## src/rtl/fetch_ctrl.sv

```systemverilog
// -----------------------------------------------------------------------------
// fetch_ctrl : instruction-fetch sequencer
//   Owns the PC and issues at most one fetch per cycle to a synchronous ROM.
//   The response (one cycle later) goes into a small FIFO. Decode drains the
//   FIFO through a valid/ready handshake. The block also handles redirects,
//   halt requests and misaligned redirect targets.
//
// Parameters
//   RESET_PC     first fetch address after reset
//   FIFO_DEPTH   instruction buffer entries (2..8)
//
// Ports
//   i_clk, i_rstn          clock, synchronous active-low reset
//   o_imem_req/o_imem_addr fetch request and its address (the PC register)
//   i_imem_rdata           ROM data, valid one cycle after o_imem_req
//   o_if_valid/i_if_ready  decode handshake
//   o_if_instr/o_if_pc     FIFO head instruction and its address (0 if empty)
//   i_redirect_valid/_pc   branch/jump redirect: flush and refetch
//   i_halt_req             level halt request
//   o_halted               in HALTED or ERROR (no fetch in flight)
//   o_misalign_err         sticky, set by a redirect target with pc[1:0]!=0
//
// Optional feature (macro FETCH_PERF_EN):
//   o_perf_fetched         counts FIFO pops
//   o_perf_stall           counts RUN cycles with no request and no halt
// -----------------------------------------------------------------------------
module fetch_ctrl #(
   parameter logic [31:0] RESET_PC   = 32'h0000_0000,
   parameter int unsigned FIFO_DEPTH = 2
) (
   input  logic        i_clk,
   input  logic        i_rstn,
   output logic        o_imem_req,
   output logic [31:0] o_imem_addr,
   input  logic [31:0] i_imem_rdata,
   output logic        o_if_valid,
   input  logic        i_if_ready,
   output logic [31:0] o_if_instr,
   output logic [31:0] o_if_pc,
   input  logic        i_redirect_valid,
   input  logic [31:0] i_redirect_pc,
   input  logic        i_halt_req,
   output logic        o_halted,
   output logic        o_misalign_err
`ifdef FETCH_PERF_EN
   ,
   output logic [31:0] o_perf_fetched,
   output logic [31:0] o_perf_stall
`endif
);

   localparam int unsigned   PW       = $clog2(FIFO_DEPTH);
   localparam int unsigned   CW       = $clog2(FIFO_DEPTH + 1);
   localparam logic [PW-1:0] LAST_PTR = PW'(FIFO_DEPTH - 1);
   localparam logic [CW-1:0] DEPTH_C  = CW'(FIFO_DEPTH);

   localparam logic [1:0] S_BOOT   = 2'd0;
   localparam logic [1:0] S_RUN    = 2'd1;
   localparam logic [1:0] S_HALTED = 2'd2;
   localparam logic [1:0] S_ERROR  = 2'd3;

   logic [1:0]    r_state;
   logic [1:0]    w_state_nxt;
   logic [31:0]   r_pc;
   logic          r_inflight;
   logic [31:0]   r_inflight_pc;
   logic          r_misalign;

   logic [31:0]   r_mem_instr [FIFO_DEPTH];
   logic [31:0]   r_mem_pc    [FIFO_DEPTH];
   logic [PW-1:0] r_rd_ptr;
   logic [PW-1:0] r_wr_ptr;
   logic [CW-1:0] r_count;

   logic          w_valid;
   logic          w_pop;
   logic          w_fifo_pop;
   logic          w_push;
   logic          w_redirect;
   logic          w_misalign;
   logic          w_room;
   logic          w_req;
   logic [CW:0]   w_occ;
   logic [CW:0]   w_lim;

   function automatic logic [PW-1:0] f_ptr_inc(input logic [PW-1:0] p);
      return (p == LAST_PTR) ? '0 : p + PW'(1);
   endfunction

   assign w_valid    = (r_count != '0);
   assign w_pop      = w_valid & i_if_ready;
   // ERROR ignores redirects entirely; it is left only through reset
   assign w_redirect = i_redirect_valid & (r_state != S_ERROR);
   assign w_misalign = w_redirect & (i_redirect_pc[1:0] != 2'b00);
   // a redirect drops the in-flight response and wins over a pop
   assign w_push     = r_inflight & ~w_redirect;
   assign w_fifo_pop = w_pop & ~w_redirect;

   // (count + inflight - pop) < DEPTH, rearranged to avoid underflow
   assign w_occ  = {1'b0, r_count} + {{CW{1'b0}}, r_inflight};
   assign w_lim  = {1'b0, DEPTH_C} + {{CW{1'b0}}, w_pop};
   assign w_room = (w_occ < w_lim);
   assign w_req  = (r_state == S_RUN) & ~i_halt_req & ~i_redirect_valid & w_room;

   always_comb begin
      w_state_nxt = r_state;
      case (r_state)
         S_BOOT:   w_state_nxt = S_RUN;
         // a same-cycle redirect kills the in-flight fetch, so halt may proceed
         S_RUN:    if (i_halt_req && (!r_inflight || w_redirect)) w_state_nxt = S_HALTED;
         S_HALTED: if (!i_halt_req) w_state_nxt = S_RUN;
         default:  w_state_nxt = S_ERROR;
      endcase
      if (w_misalign) w_state_nxt = S_ERROR;
   end

   always_ff @(posedge i_clk) begin
      if (!i_rstn) begin
         r_state       <= S_BOOT;
         r_pc          <= RESET_PC;
         r_inflight    <= 1'b0;
         r_inflight_pc <= '0;
         r_misalign    <= 1'b0;
         r_rd_ptr      <= '0;
         r_wr_ptr      <= '0;
         r_count       <= '0;
      end else begin
         r_state    <= w_state_nxt;
         r_inflight <= w_req;
         if (w_req) r_inflight_pc <= r_pc;
         if (w_redirect) r_pc <= i_redirect_pc;
         else if (w_req) r_pc <= r_pc + 32'd4;
         if (w_misalign) r_misalign <= 1'b1;
         if (w_redirect) begin
            r_rd_ptr <= '0;
            r_wr_ptr <= '0;
            r_count  <= '0;
         end else begin
            if (w_push)     r_wr_ptr <= f_ptr_inc(r_wr_ptr);
            if (w_fifo_pop) r_rd_ptr <= f_ptr_inc(r_rd_ptr);
            r_count <= r_count + {{(CW-1){1'b0}}, w_push} - {{(CW-1){1'b0}}, w_fifo_pop};
         end
      end
   end

   // storage needs no reset: the outputs are masked while the FIFO is empty
   always_ff @(posedge i_clk) begin
      if (w_push) begin
         r_mem_instr[r_wr_ptr] <= i_imem_rdata;
         r_mem_pc[r_wr_ptr]    <= r_inflight_pc;
      end
   end

   assign o_imem_req     = w_req;
   assign o_imem_addr    = r_pc;
   assign o_if_valid     = w_valid;
   assign o_if_instr     = w_valid ? r_mem_instr[r_rd_ptr] : '0;
   assign o_if_pc        = w_valid ? r_mem_pc[r_rd_ptr] : '0;
   assign o_halted       = (r_state == S_HALTED) | (r_state == S_ERROR);
   assign o_misalign_err = r_misalign;

`ifdef FETCH_PERF_EN
   logic [31:0] r_perf_fetched;
   logic [31:0] r_perf_stall;

   always_ff @(posedge i_clk) begin
      if (!i_rstn) begin
         r_perf_fetched <= '0;
         r_perf_stall   <= '0;
      end else begin
         if (w_fifo_pop) r_perf_fetched <= r_perf_fetched + 32'd1;
         if ((r_state == S_RUN) && !w_req && !i_halt_req) r_perf_stall <= r_perf_stall + 32'd1;
      end
   end

   assign o_perf_fetched = r_perf_fetched;
   assign o_perf_stall   = r_perf_stall;
`endif

endmodule

```

## config.mk

```make
export PLATFORM = sky130hd
export DESIGN_NAME = fetch_ctrl
export DESIGN_NICKNAME = d
export VERILOG_FILES = /design/src/rtl/fetch_ctrl.sv
export SDC_FILE = /design/constraint.sdc
export NUM_CORES = 1
export LEC_CHECK = 0
export CORE_MARGIN = 4
export CORE_UTILIZATION = 45
export DETAILED_ROUTE_END_ITERATION = 7
export GPL_TIMING_DRIVEN = 0
export PLACE_DENSITY = 0.8
export RECOVER_POWER = 100
export SLEW_MARGIN = 20
export SYNTH_ARGS = -nofsm -noshare
export SYNTH_HDL_FRONTEND = slang
export SYNTH_SLANG_ARGS = --single-unit
```

## constraint.sdc

```tcl
create_clock -name i_clk -period 7.1 [get_ports i_clk]
set_input_delay 1.42 -clock i_clk [delete_from_list [all_inputs] [get_ports i_clk]]
set_output_delay 1.42 -clock i_clk [all_outputs]
set_load 0.005 [all_outputs]
```

==> flow_summary.ini, run 1 <==
[status]
outcome = finished with violations
violations = capacitance limit, slew limit

[critical_path]
crit_family = buffers and inverters
end_kind = register
crit_path_start_kind = input pin
worst-setup-path-type = input pin to register
crit_buf_inv = 3
critPathArrivalTime_ns = 5.58
critPathMaxStageDelay_ns = 1.90
r2r_slack_ns = 2.68
r2r-start = r_state[1]$_SDFFE_PN0P_
worstReg2RegEnd = r_mem_instr[1][5]$_DFFE_PP_
cp.required_ns = 7.15
cpMaxStageDelayCell = clkbuf_1
crit_path_max_fanout = 43
cp_cell_sequence = dlygate4sd3_1, a21bo_2, clkbuf_1, and3_1, clkbuf_1
cp_common_cell = clkbuf_1
ff2ff_path_depth = 4

[power_and_ir_drop]
powerDensity_nw_per_um2 = 233
vdd_ir_drop_max_mv = 0.157
leakage_uw = 0.00377

[cts]
cts_made_buffers = 21
clock-sinks = 201
cts_root_buf = clkbuf_16
clk_path_buf_depth = 3
h-tree-depth = 1
path_clk_slew_ns = 0.06
clk_latency_ns = 0.49
post-cts-setup-buffers = 0
postCtsHoldBufs = 0
cts_tree = built
cts_resized = 0

[yosys]
synth_simple_gate_area_share_pct = 13.7
netlist_instances = 691
synth_top_family_by_area = simple AND/OR/NAND/NOR gates
synth-edff-count = 128
async_flop_share_pct = 0
synth_area_sq_um = 8110
yosysUniqueCellTypes = 44
syn_avg_cell_area_sq_um = 11.7
synth_xor_area_share_pct = 1.51
synthAdderAreaFrac_pct = 0.617
synth_compound_area_share_pct = 8.09
yosys.area.top_type = edfxtp_1
ys_seq_area_share_pct = 65.4
synth_warnings = 0
synth_nets = 764
yosysTopAreaCellShare_pct = 47.4
synth_seq_cells = 201
synth.area.top_cells = edfxtp_1, dfxtp_1, mux2i_1
synthMuxAreaShare_pct = 8.16
synth_flop_cell = edfxtp_1

[floorplan]
die_y_microns = 142
fp.dieW_microns = 142
rows = 48
coreArea_sq_um = 17500
initial_core_util_pct = 46.4
ioPinCount = 169
fp.dieArea_sq_um = 20200

[detailed_routing]
vias = 6306
drtIter0Drc = 458
wl_per_cell_microns = 18.8
ant_nets = 0
dr.pass1.iters = 5
vias_per_cell = 5.58
wl_microns = 21300
drc = 0

[global_routing]
gr-usage-all-layers_pct = 20.7
grt_pass1_wl_microns = 33200
overflow = 0
antenna_found_initial = 1
grt_max_degree = 44
grt_pass1_vias = 6335

[finish]
layout.cells.non_filler = 1130
drive_above_1_share_pct = 4.09
final_nets = 963
fillers = 1410
fin_area_sq_um = 10800
area.growth.synth_to_final_pct = 33.0

[job]
maxCapViolations = 1

[place]
place_area_sq_um = 10200
gp_congestion = 0.835
dp.cells = 1092
portBuffers = 167
hpwl_microns = 14900

[sta]
rsz0062_at_grt = no
setup_viol_count_final = 0
slew_headroom_pct = -72.1
maxSlewViolCount = 44
fin_crit_sh_pct = 78.0
fin_skew_ns = 0.0130
fmax_mhz = 181
tightestPinTransition_ns = 2.58
hold_violations = 0
fin_crit_ns = 5.53

[min_path]
min_from = o_misalign_err$_SDFFE_PN0P_
holdPathStages = 2
hp-class = register to register
hold_path_end = o_misalign_err$_SDFFE_PN0P_
[cell usage after synthesis, drive strengths merged, types with 4 or more instances]
cell,count
ha,4
edfxtp,128
nor4,4
nor2,78
a21oi,43
nor3,5
or4,8
or3,10
nand2,82
a31oi,15
o21ai,30
o31ai,7
buf,15
xor2,8
clkbuf,27
mux2i,65
xnor2,6
nand3,23
inv,11
nand4,17
and3,7
dfxtp,73
[cells in the final DEF, fill, tap and decap left out, drive strengths merged, types with 10 or more instances in the layout]
cell type,instances
nor2,78
dfxtp,73
a31oi,15
a21oi,43
o21ai,30
nand3,23
mux2i,65
nand4,17
nand2,82
edfxtp,128
inv,12
dlygate4sd3,130
or3,10
clkbuf,74
clkdlybuf4s50,37
[logic make-up (layout without fill, tap and decap cells)]
group / Yosys count / count (layout)
muxes: 66 / 66
and+or+nand+nor: 241 / 241
DFF: 201 / 201
buffers and inverters: 53 / 266
other: 0 / 1
adders and majority gates: 4 / 4
xor gates and xnor gates: 14 / 14
AOI/OAI and AO/OA: 112 / 112
[worst register-to-register path, cell delays in order, from the launching register on]
cell and delay, ns:
dfxtp_1 0.48, a21bo_2 0.21, clkbuf_1 0.41, and3_1 0.97, clkbuf_1 1.90
[final cells by class]
| class | instances | area, sq um | share of cell area, % |
|---|---|---|---|
| sequential | 201 | 5310 | 49.2 |
| multi-input combinational | 437 | 2600 | 24.1 |
| timing repair buffer | 176 | 1710 | 15.8 |
| clock buffer | 31 | 626 | 5.80 |
| tap | 225 | 282 | 2.61 |
| buffer | 42 | 159 | 1.47 |
| clock inverter | 6 | 63.8 | 0.592 |
| inverter | 11 | 41.3 | 0.383 |
| antenna | 1 | 2.50 | 0.0232 |
[how the worst max path moves through the flow]
stage	start	slack [ns]	end	depth (start not counted)
final	i_redirect_valid	1.57	r_mem_instr[1][5]$_DFFE_PP_	5
after global routing	i_redirect_valid	1.26	r_mem_instr[1][19]$_DFFE_PP_	5
after CTS	i_redirect_valid	1.86	o_imem_req	7
after detailed placement	i_redirect_valid	1.87	o_imem_req	7
after global placement	i_redirect_valid	-3.09	r_mem_pc[0][16]$_DFFE_PP_	4
after floorplan	i_redirect_valid	0.34	r_mem_instr[0][0]$_DFFE_PP_	3
[metal layers]
metal  GRT usage, %  routed length [microns]
met2           34.6                    10300
met3           4.33                     2140
met1           26.8                     8280
met4           7.47                      542
met5              0                        0
[power by group]
group          internal [uW]  switching [uW]  leakage, uW
sequential              1260            31.2      0.00180
clock                    649             423     0.000340
combinational           77.1            76.8      0.00162
[state kept, by name (all words and copies together) (netlist names), named ones only]
signal	count
r_wr_ptr	1
r_rd_ptr	1
r_mem_pc	64
o_misalign_err	1
o_imem_addr	32
r_state	2
r_mem_instr	64
r_inflight	1
r_count	2
r_inflight_pc	32
[per-stage QoR]
stage | total power [uW] | hold slack (ns) | TNS, ns | setup WS, ns | util [%]
global route | 2590 | 0.466 | 0 | 1.26 | 61.7
finish | 2520 | 0.446 | 0 | 1.57 | 61.7
CTS | 2540 | 0.453 | 0 | 1.86 | 62.2
global placement | 1470 | 0.430 | -197.59 | -3.09 | 57.6
floorplan | 1370 | 0.425 | 0 | 0.342 | -
detailed placement | 1480 | 0.439 | 0 | 1.87 | 58.2
(Power assumes the default switching activity.)
==> run 2, diff against run 1 <==
Clock period 7.1 ns to 4.81 ns, I/O delays scaled along.
==> run 2 against run 1 <==
  * The run now ends clean
  * Register-to-register slack worse by 1.6 ns
  * Power up 48%
  * Combinational power up 45%
  * Worst hold slack worse by 0.0011 ns
  * Critical endpoint is now o_imem_req
==> flow_summary.ini, run 2 (synthesis gave the netlist of run 1 again) <==
[sta]
fin_skew_ns = 0.0100
fmax_mhz = 225
maxSlewViolCount = 0
tightestPinTransition_ns = 1.20
fin_crit_sh_pct = 92.5
fin_crit_ns = 4.45
slew_headroom_pct = 19.0
hold_violations = 0
rsz0062_at_grt = no
setup_viol_count_final = 0

[critical_path]
crit_path_max_fanout = 10
critPathArrivalTime_ns = 3.49
ff2ff_path_depth = 5
critPathMaxStageDelay_ns = 0.62
worst-setup-path-type = input pin to output port
path_depth = 7
cp_cell_sequence = dlygate4sd3_1, nand2b_1, nor4_4, nand2_1, inv_1, clkbuf_1, clkdlybuf4s50_1
crit_buf_inv = 4
end_kind = output port
crit_family = buffers and inverters
cp.required_ns = 3.85
cpMaxStageDelayCell = dlygate4sd3_1
crit_path_start_kind = input pin

[global_routing]
antenna_found_initial = 1
overflow = 0
grt_max_degree = 44
gr-usage-all-layers_pct = 20.1
grt_pass1_vias = 6182
grt_pass1_wl_microns = 32200

[floorplan]
fp.dieW_microns = 142
initial_core_util_pct = 46.4
coreArea_sq_um = 17500
die_y_microns = 142
rows = 48
ioPinCount = 169
fp.dieArea_sq_um = 20200

[power_and_ir_drop]
powerDensity_nw_per_um2 = 345
vdd_ir_drop_max_mv = 0.241
leakage_uw = 0.00379

[detailed_routing]
dr.pass1.iters = 5
ant_nets = 0
vias = 6184
wl_per_cell_microns = 18.5
drc = 0
drtIter0Drc = 479
wl_microns = 20900
vias_per_cell = 5.48

[finish]
post-route-util_pct = 61.6
fillers = 1435
area.growth.synth_to_final_pct = 32.9
reg_top3 = r_mem_instr (64), r_mem_pc (64)
drive_above_1_share_pct = 3.88
final_nets = 960
layout_commonest_cell = dlygate4sd3_1
layout_common_cells = dlygate4sd3_1, edfxtp_1, nand2_1
layout.cells.non_filler = 1128

[place]
hpwl_microns = 14600
dp.cells = 1089
gp_congestion = 0.878
portBuffers = 167

[min_path]
holdPathStages = 2
hp-class = register to register

[cts]
clk_path_buf_depth = 3
clock-sinks = 201
cts_resized = 0
post-cts-setup-buffers = 0
cts_tree = built
path_clk_slew_ns = 0.06
cts_made_buffers = 21
postCtsHoldBufs = 0
clk_latency_ns = 0.49
cts_root_buf = clkbuf_16
h-tree-depth = 1

[job]
maxCapViolations = 0

[status]
outcome = finished, final reports clean
==> run 2: layout make-up <==
class                           instances  area (sq um)  area share (%)
Antenna cell                            1          2.50          0.0232
Buffer                                 42           158            1.46
Clock buffer                           32           587            5.45
Clock inverter                          6          87.6           0.813
Inverter                               11          41.3           0.383
Multi-Input combinational cell        437          2600            24.1
Sequential cell                       201          5310            49.2
Tap cell                              225           282            2.61
Timing Repair Buffer                  173          1710            15.9
==> run 2: metrics by stage <==
stage          power (uW)  setup TNS [ns]  setup WS, ns  instance area, sq um  hold slack [ns]
2_1_floorplan        2020               0         0.472                  8110            0.425
5_1_grt              3830               0         0.176                 10800            0.466
6_report             3720               0         0.362                 10800            0.445
4_1_cts              3760               0         0.506                 10900            0.450
3_3_place_gp         2170         -122.15         -1.70                 10100            0.430
3_5_place_dp         2180               0         0.502                 10200            0.437
==> run 2: per-layer routing <==
metal	global-route usage, %	routed length [microns]
met5	0	0
met4	6.16	463
met3	4.30	1740
met2	34.3	10100
met1	25.7	8620
==> run 2: worst paths after layout <==
path                                from                          end  slack [ns]
min reg2reg  o_misalign_err$_SDFFE_PN0P_  o_misalign_err$_SDFFE_PN0P_        0.44
max                     i_redirect_valid                   o_imem_req        0.36
max reg2reg      r_state[1]$_SDFFE_PN0P_    r_mem_pc[0][23]$_DFFE_PP_        1.04
min          o_misalign_err$_SDFFE_PN0P_  o_misalign_err$_SDFFE_PN0P_        0.44
==> run 2: tightest hold or removal path: stages (launching register included) <==
cell and delay (ns):
dfxtp_1 0.31, inv_1 0.05, a21oi_1 0.05
==> run 2: power breakdown <==
part | switching, uW | internal, uW | leakage [uW]
logic | 110 | 114 | 0.00166
clock network | 634 | 952 | 0.000329
registers | 46.6 | 1860 | 0.00180
total | 790 | 2930 | 0.00379
